**src/rtl/tcb_pkg.sv**
```systemverilog
// Shared TCB types for the response-path register slice.
// Optional feature macro: TCB_REGISTER_RESPONSE_HOLD_EN (selects per-group byte hold).
package tcb_pkg;

    // Largest byte-enable width the tracker entry can carry; upper bits stay zero.
    localparam int unsigned TCB_BEN_MAX = 64;

    typedef struct packed {
        logic                   trn;
        logic                   wen;
        logic [TCB_BEN_MAX-1:0] ben;
    } tcb_rsp_trk_t;

    // Group enable seen by byte idx: set when any ben bit of its GRN-byte group is set.
    function automatic logic tcb_grp_en(
        input logic [TCB_BEN_MAX-1:0] ben,
        input int unsigned            idx,
        input int unsigned            grn
    );
        logic        en;
        int unsigned base;
        en   = 1'b0;
        base = (idx / grn) * grn;
        for (int unsigned j = 0; j < TCB_BEN_MAX; j++) begin
            if ((j >= base) && (j < base + grn)) begin
                en = en | ben[j];
            end
        end
        return en;
    endfunction

endpackage

```
**src/rtl/tcb_lib_response_tracker.sv**
```systemverilog
// DLY-deep shift register tracking which cycles carry a manager-side response.
// Output is the tail entry; DLY=0 degenerates to a combinational bypass.
module tcb_lib_response_tracker #(
    parameter int unsigned W   = 1,
    parameter int unsigned DLY = 1
) (
    input  logic         clk,
    input  logic         rst,
    input  logic [W-1:0] din,
    output logic [W-1:0] dout
);

    if (DLY == 0) begin : g_bypass
        assign dout = din;
    end else begin : g_pipe
        logic [W-1:0] sr [DLY];

        always_ff @(posedge clk or negedge rst) begin
            if (!rst) begin
                for (int unsigned i = 0; i < DLY; i++) begin
                    sr[i] <= '0;
                end
            end else begin
                sr[0] <= din;
                for (int unsigned i = 1; i < DLY; i++) begin
                    sr[i] <= sr[i-1];
                end
            end
        end

        assign dout = sr[DLY-1];
    end

endmodule

```
**src/rtl/tcb_lib_register_response.sv**
```systemverilog
// TCB response-path register slice: request passes through, rdt/err are registered.
// Optional feature macro: TCB_REGISTER_RESPONSE_HOLD_EN (per-group byte hold on reads).
module tcb_lib_register_response
    import tcb_pkg::*;
#(
    parameter int unsigned ABW = 32,
    parameter int unsigned DBW = 32,
    parameter int unsigned SLW = 8,
    parameter int unsigned BEW = DBW / SLW,
    parameter int unsigned DLY = 1,
    parameter int unsigned GRN = 1
) (
    input  logic           clk,
    input  logic           rst,
    // subordinate side (upstream)
    input  logic           sub_vld,
    input  logic           sub_wen,
    input  logic [ABW-1:0] sub_adr,
    input  logic [BEW-1:0] sub_ben,
    input  logic [DBW-1:0] sub_wdt,
    output logic           sub_rdy,
    output logic [DBW-1:0] sub_rdt,
    output logic           sub_err,
    // manager side (downstream)
    output logic           man_vld,
    output logic           man_wen,
    output logic [ABW-1:0] man_adr,
    output logic [BEW-1:0] man_ben,
    output logic [DBW-1:0] man_wdt,
    input  logic           man_rdy,
    input  logic [DBW-1:0] man_rdt,
    input  logic           man_err
);

    if ((GRN == 0) || (BEW % GRN != 0)) begin : g_chk_grn
        $error("tcb_lib_register_response: GRN=%0d must divide BEW=%0d", GRN, BEW);
    end
    if (BEW * SLW != DBW) begin : g_chk_dbw
        $error("tcb_lib_register_response: DBW=%0d must equal BEW*SLW", DBW);
    end
    if (BEW > TCB_BEN_MAX) begin : g_chk_bew
        $error("tcb_lib_register_response: BEW=%0d exceeds tracker capacity", BEW);
    end

    assign man_vld = sub_vld;
    assign man_wen = sub_wen;
    assign man_adr = sub_adr;
    assign man_ben = sub_ben;
    assign man_wdt = sub_wdt;
    assign sub_rdy = man_rdy;

    logic trn;
    logic rsp;

    assign trn = man_vld & man_rdy;

`ifdef TCB_REGISTER_RESPONSE_HOLD_EN
    tcb_rsp_trk_t trk_in;
    tcb_rsp_trk_t trk_out;

    always_comb begin
        trk_in              = '0;
        trk_in.trn          = trn;
        trk_in.wen          = man_wen;
        trk_in.ben[BEW-1:0] = man_ben;
    end

    tcb_lib_response_tracker #(
        .W   ($bits(tcb_rsp_trk_t)),
        .DLY (DLY)
    ) u_trk (
        .clk  (clk),
        .rst  (rst),
        .din  (trk_in),
        .dout (trk_out)
    );

    assign rsp = trk_out.trn;

    always_ff @(posedge clk or negedge rst) begin
        if (!rst) begin
            sub_rdt <= '0;
            sub_err <= 1'b0;
        end else if (rsp) begin
            sub_err <= man_err;
            for (int unsigned i = 0; i < BEW; i++) begin
                if (!trk_out.wen && tcb_grp_en(trk_out.ben, i, GRN)) begin
                    sub_rdt[i*SLW +: SLW] <= man_rdt[i*SLW +: SLW];
                end
            end
        end
    end
`else
    logic trk_out;

    tcb_lib_response_tracker #(
        .W   (1),
        .DLY (DLY)
    ) u_trk (
        .clk  (clk),
        .rst  (rst),
        .din  (trn),
        .dout (trk_out)
    );

    assign rsp = trk_out;

    // Without byte tracking every response reloads the whole word, writes included.
    always_ff @(posedge clk or negedge rst) begin
        if (!rst) begin
            sub_rdt <= '0;
            sub_err <= 1'b0;
        end else if (rsp) begin
            sub_err <= man_err;
            sub_rdt <= man_rdt;
        end
    end
`endif

endmodule
```
**config.mk**
```make
export PLATFORM = sky130hd
export DESIGN_NAME = tcb_lib_register_response
export DESIGN_NICKNAME = d
export VERILOG_FILES = /design/src/rtl/tcb_pkg.sv /design/src/rtl/tcb_lib_response_tracker.sv /design/src/rtl/tcb_lib_register_response.sv
export SDC_FILE = /design/constraint.sdc
export NUM_CORES = 1
export LEC_CHECK = 0
export ABC_AREA = 1
export BUFFER_PORTS_ARGS = -buffer_cell sky130_fd_sc_hd__buf_2
export CAP_MARGIN = 20
export CORE_AREA = 2 2 81 83
export DETAILED_ROUTE_END_ITERATION = 10
export DIE_AREA = 0 0 83 85
export GPL_TIMING_DRIVEN = 0
export PLACE_DENSITY = 0.75
export SLEW_MARGIN = 20
export SYNTH_ARGS = -nofsm -noshare
export SYNTH_HDL_FRONTEND = slang
export SYNTH_SLANG_ARGS = --single-unit
```
**constraint.sdc**
```tcl
create_clock -name clk -period 0.9 [get_ports clk]
set_input_delay 0.09 -clock clk [delete_from_list [all_inputs] [get_ports clk]]
set_output_delay 0.09 -clock clk [all_outputs]
set_load 0.005 [all_outputs]
```
# After elaboration in Yosys (flattened, before gate mapping)
# Index checks and enable logic that the tools add are counted.
# classes
bitwise_logic	1
# ops
cell	n
$and A1 B1 Y1	1
# totals
regBits	34
inputBits	106
output_inout_bits	104
word_cells	4

# Logic depth before layout (Yosys ltp)
# logic_depth
depth_word	1
depth_mapped	5
ltp_nobuf	3

# Cells and area by module
# A second synthesis with hierarchy kept.
# hier_totals
cells_unflattened	214
area_unflattened_um2	1870.5
# by_module_without_submodules
mod	instances	cells_each	area_per_inst_um2	seq_area_each_um2
tcb_lib_register_response	1	213	1845.5	825.8
tcb_lib_response_tracker	1	1	25.0	25.0

# Worst setup path after synthesis
# OpenSTA, ideal clock, no wires.
# synth_path
path_type	register -> register
from	register u_trk.g_pipe.sr (netlist: u_trk.dout)
to	register sub_rdt[10]
setup_time_ns	0.116
t_arrival_ns	0.730
t_required_ns	0.784
setup_slack_ns	0.054
path_stages_with_launch	5
path_buffers	2
synth_period_minus_slack_ns	0.846
cell_sequence	dfrtp_1 > buf_6 > buf_4 > nand2_1 > nand2_1
# synth_lines
item	line_no	text
from (decl)	tcb_lib_response_tracker.sv:16	logic [W-1:0] sr [DLY];
from (signal, indexed assignment)	tcb_lib_response_tracker.sv:26	sr[i] <= sr[i-1];
to (signal assigned)	tcb_lib_register_response.sv:115	sub_rdt <= man_rdt;
to (decl)	tcb_lib_register_response.sv:22	output logic [DBW-1:0] sub_rdt,

==> reports/metrics.yaml <==
num_antenna_cells: 0
grt.met1_usage_pct: 13.7
placement.io_buffers: 140
post-route-period-util_pct: 100
rsz0062_at_grt: "true"
yosys-top-cells-area: "dfrtp_1 45%, buf_4 30%, nand2_1 18%"
grt-busiest-layer: "met2"
layout-drive-gt1-share_pct: 67.1
stdcell_count: 457
cts_root_buf: "clkbuf_8"
htreeDepth: 2
grt_max_degree: 35
grt_pass1_wl_mm: 7.68
syn_area_um2: 1870
wl_mm: 5.00
ioPinCount: 210
hold_path_class: "in -> async"
clock_path_buffers: 2
clock_latency_ns: 0.27
fp-row-count: 29
synth-seq-area-share_pct: 45.5
synth-simple-area-share_pct: 21.4
postCtsHoldBufs: 1
grt_pass1_vias: 1691
cp-end-kind: "register"
syn_to_final_growth_pct: 56.3
violations: "negative hold slack, negative setup slack"
grt_use_met2_pct: 26.2
path_class: "reg -> reg"
irDropWorstVdd_v: 0.000771
maxCapViolations: 0
synth.distinct_cells: 8
syn_nets: 320
clk_pin_slew_ns: 0.06
mostFrequentLayoutCell: "buf_2"
critPathLaunchType: "register"
ant_nets: 0
worstPathRequired_ns: 1.11
fmax_mhz: 1110
fin_crit_ns: 0.903
die_area_um2: 7060
cts_tree: "yes"
mostFrequentLayoutCells: "140 x buf_2, 90 x buf_4, 89 x nand2_1"
synth.avg_cell_area_um2: 8.74
synth_adder_area_share_pct: 0
route.detailed.drc: 0
dp_slack_ns: -0.0232
drv_slew: 0
track_usage_pct: 13.6
clock_sinks: 34
dp_hpwl_mm: 4.03
synth_xor_area_share_pct: 0
grt-ovfl-total: 0
synth_compound_area_share_pct: 0
gp_congestion: 0.749
worst_pin_slew_ns: 0.763
worstPathArrival_ns: 1.12
wl_per_cell_um: 10.9
drt_iter0_markers: 25
synth_top_area_cell: "dfrtp_1"
vias: 1802
finalSetupViolCount: 3
p_leak_nw: 1.81
final_util_pct: 47.1
setup_slack_ns: -0.00338
core-area_um2: 6200
drtPass1Iterations: 4
start_util_pct: 30.1
ys_ff_latch: 34
synth_top_area_share_pct: 45.5
slew_headroom_pct: 49.1
grtUsageMet3_pct: 3.70
nNetsFinal: 487
fin_hold_ws_ns: -0.111
placedCellCount: 431
cts_buffers: 5
finalHoldViolations: 34
synth_mux_area_share_pct: 0
viasPerCell: 3.94
antenna_found_initial: 0
synth_top_family_by_area: "buffers and inverters"
cellPowerDensity_nw_per_um2: 1390
skew_ns: 0.00263
die_w_um: 83
status: "finished with violations"
die_y_um: 85
synth_warnings: 0
syn-instance-count: 214
worstPathMaxFanout: 10
-- path summary, 6_finish.rpt --
path	from	end	slack, ns	depth (start not counted)
worst min register to register	sub_rdt[21]$_DFFE_PN0P_	sub_rdt[21]$_DFFE_PN0P_	0.47	2
min in group clk	man_rdt[22]	sub_rdt[22]$_DFFE_PN0P_	0.01	3
worst max-delay path	u_trk.dout$_DFF_PN0_	sub_rdt[3]$_DFFE_PN0P_	-0.003	5
worst max register to register	u_trk.dout$_DFF_PN0_	sub_rdt[3]$_DFFE_PN0P_	-0.003	5
worst min-delay path	rst	sub_rdt[30]$_DFFE_PN0P_	-0.11	1
max in group asynchronous	rst	sub_rdt[21]$_DFFE_PN0P_	0.53	1
-- kinds of logic (layout without fill, tap and decap cells) --
| family | Yosys count | in the layout |
|---|---|---|
| and+or+nand+nor | 100 | 100 |
| buffers and inverters | 80 | 246 |
| DFF | 34 | 34 |
-- synthesized netlist by cell type --
master and count:
nand2_1 90, buf_4 74, dfrtp_1 34, nand2_2 10, buf_6 3, buf_8 1, inv_1 1, inv_8 1
-- power by group --
group          internal (mW)  switching (mW)
registers               1.72          0.0985
clock network          0.589           0.473
logic                  0.728           0.451
total                   3.04            1.02
-- per-layer routing --
metal	part of all wire [%]	vias to the layer above
met2	56	104
met4	1.6	0
met5	0	-
met3	9.3	7
met1	33	794
li1	-	897
-- state kept, by name, summed over array words and instances, names as in the netlist --
signal and count:
sub_err 1, sub_rdt 32, u_trk.dout 1
-- per-stage QoR --
stage                     hold slack (ns)  instance area (µm²)  power (mW)   TNS, ns
after floorplan                    -0.206                 1870        2.36         0
after global placement              0.189                 2670        2.86         0
after detailed placement            0.208                 2670        2.88   -0.0679
after CTS                         -0.0970                 2800        4.03    -0.168
after global routing              -0.0568                 2920        4.34     -1.97
final                              -0.111                 2920        4.06  -0.00563
-- cell type report --
type / count / area, µm²
clock buffer: 6 / 82.6
fill: 624 / 3280
tap: 77 / 96.3
sequential: 34 / 851
timing repair buffer: 160 / 853
multi-input combinational: 100 / 403
buffer: 78 / 623
inverter: 2 / 15.0
-- worst max-delay path, stage by stage, from the launching register on --
cell and delay [ns]:
dfrtp_1 0.37, buf_6 0.14, inv_8 0.07, buf_8 0.15, nand2_2 0.05, nand2_1 0.05
-- repair_timing --
| item | CTS | global route |
|---|---|---|
| setup endpoints to repair | 32 | 63 |
| buffers inserted | 3 | 16 |
| resized for setup | 4 | 2 |
| pin swaps | 0 | 1 |
| hold endpoints to repair | 35 | 34 |
No activity file was read; power rests on OpenSTA's default activity.
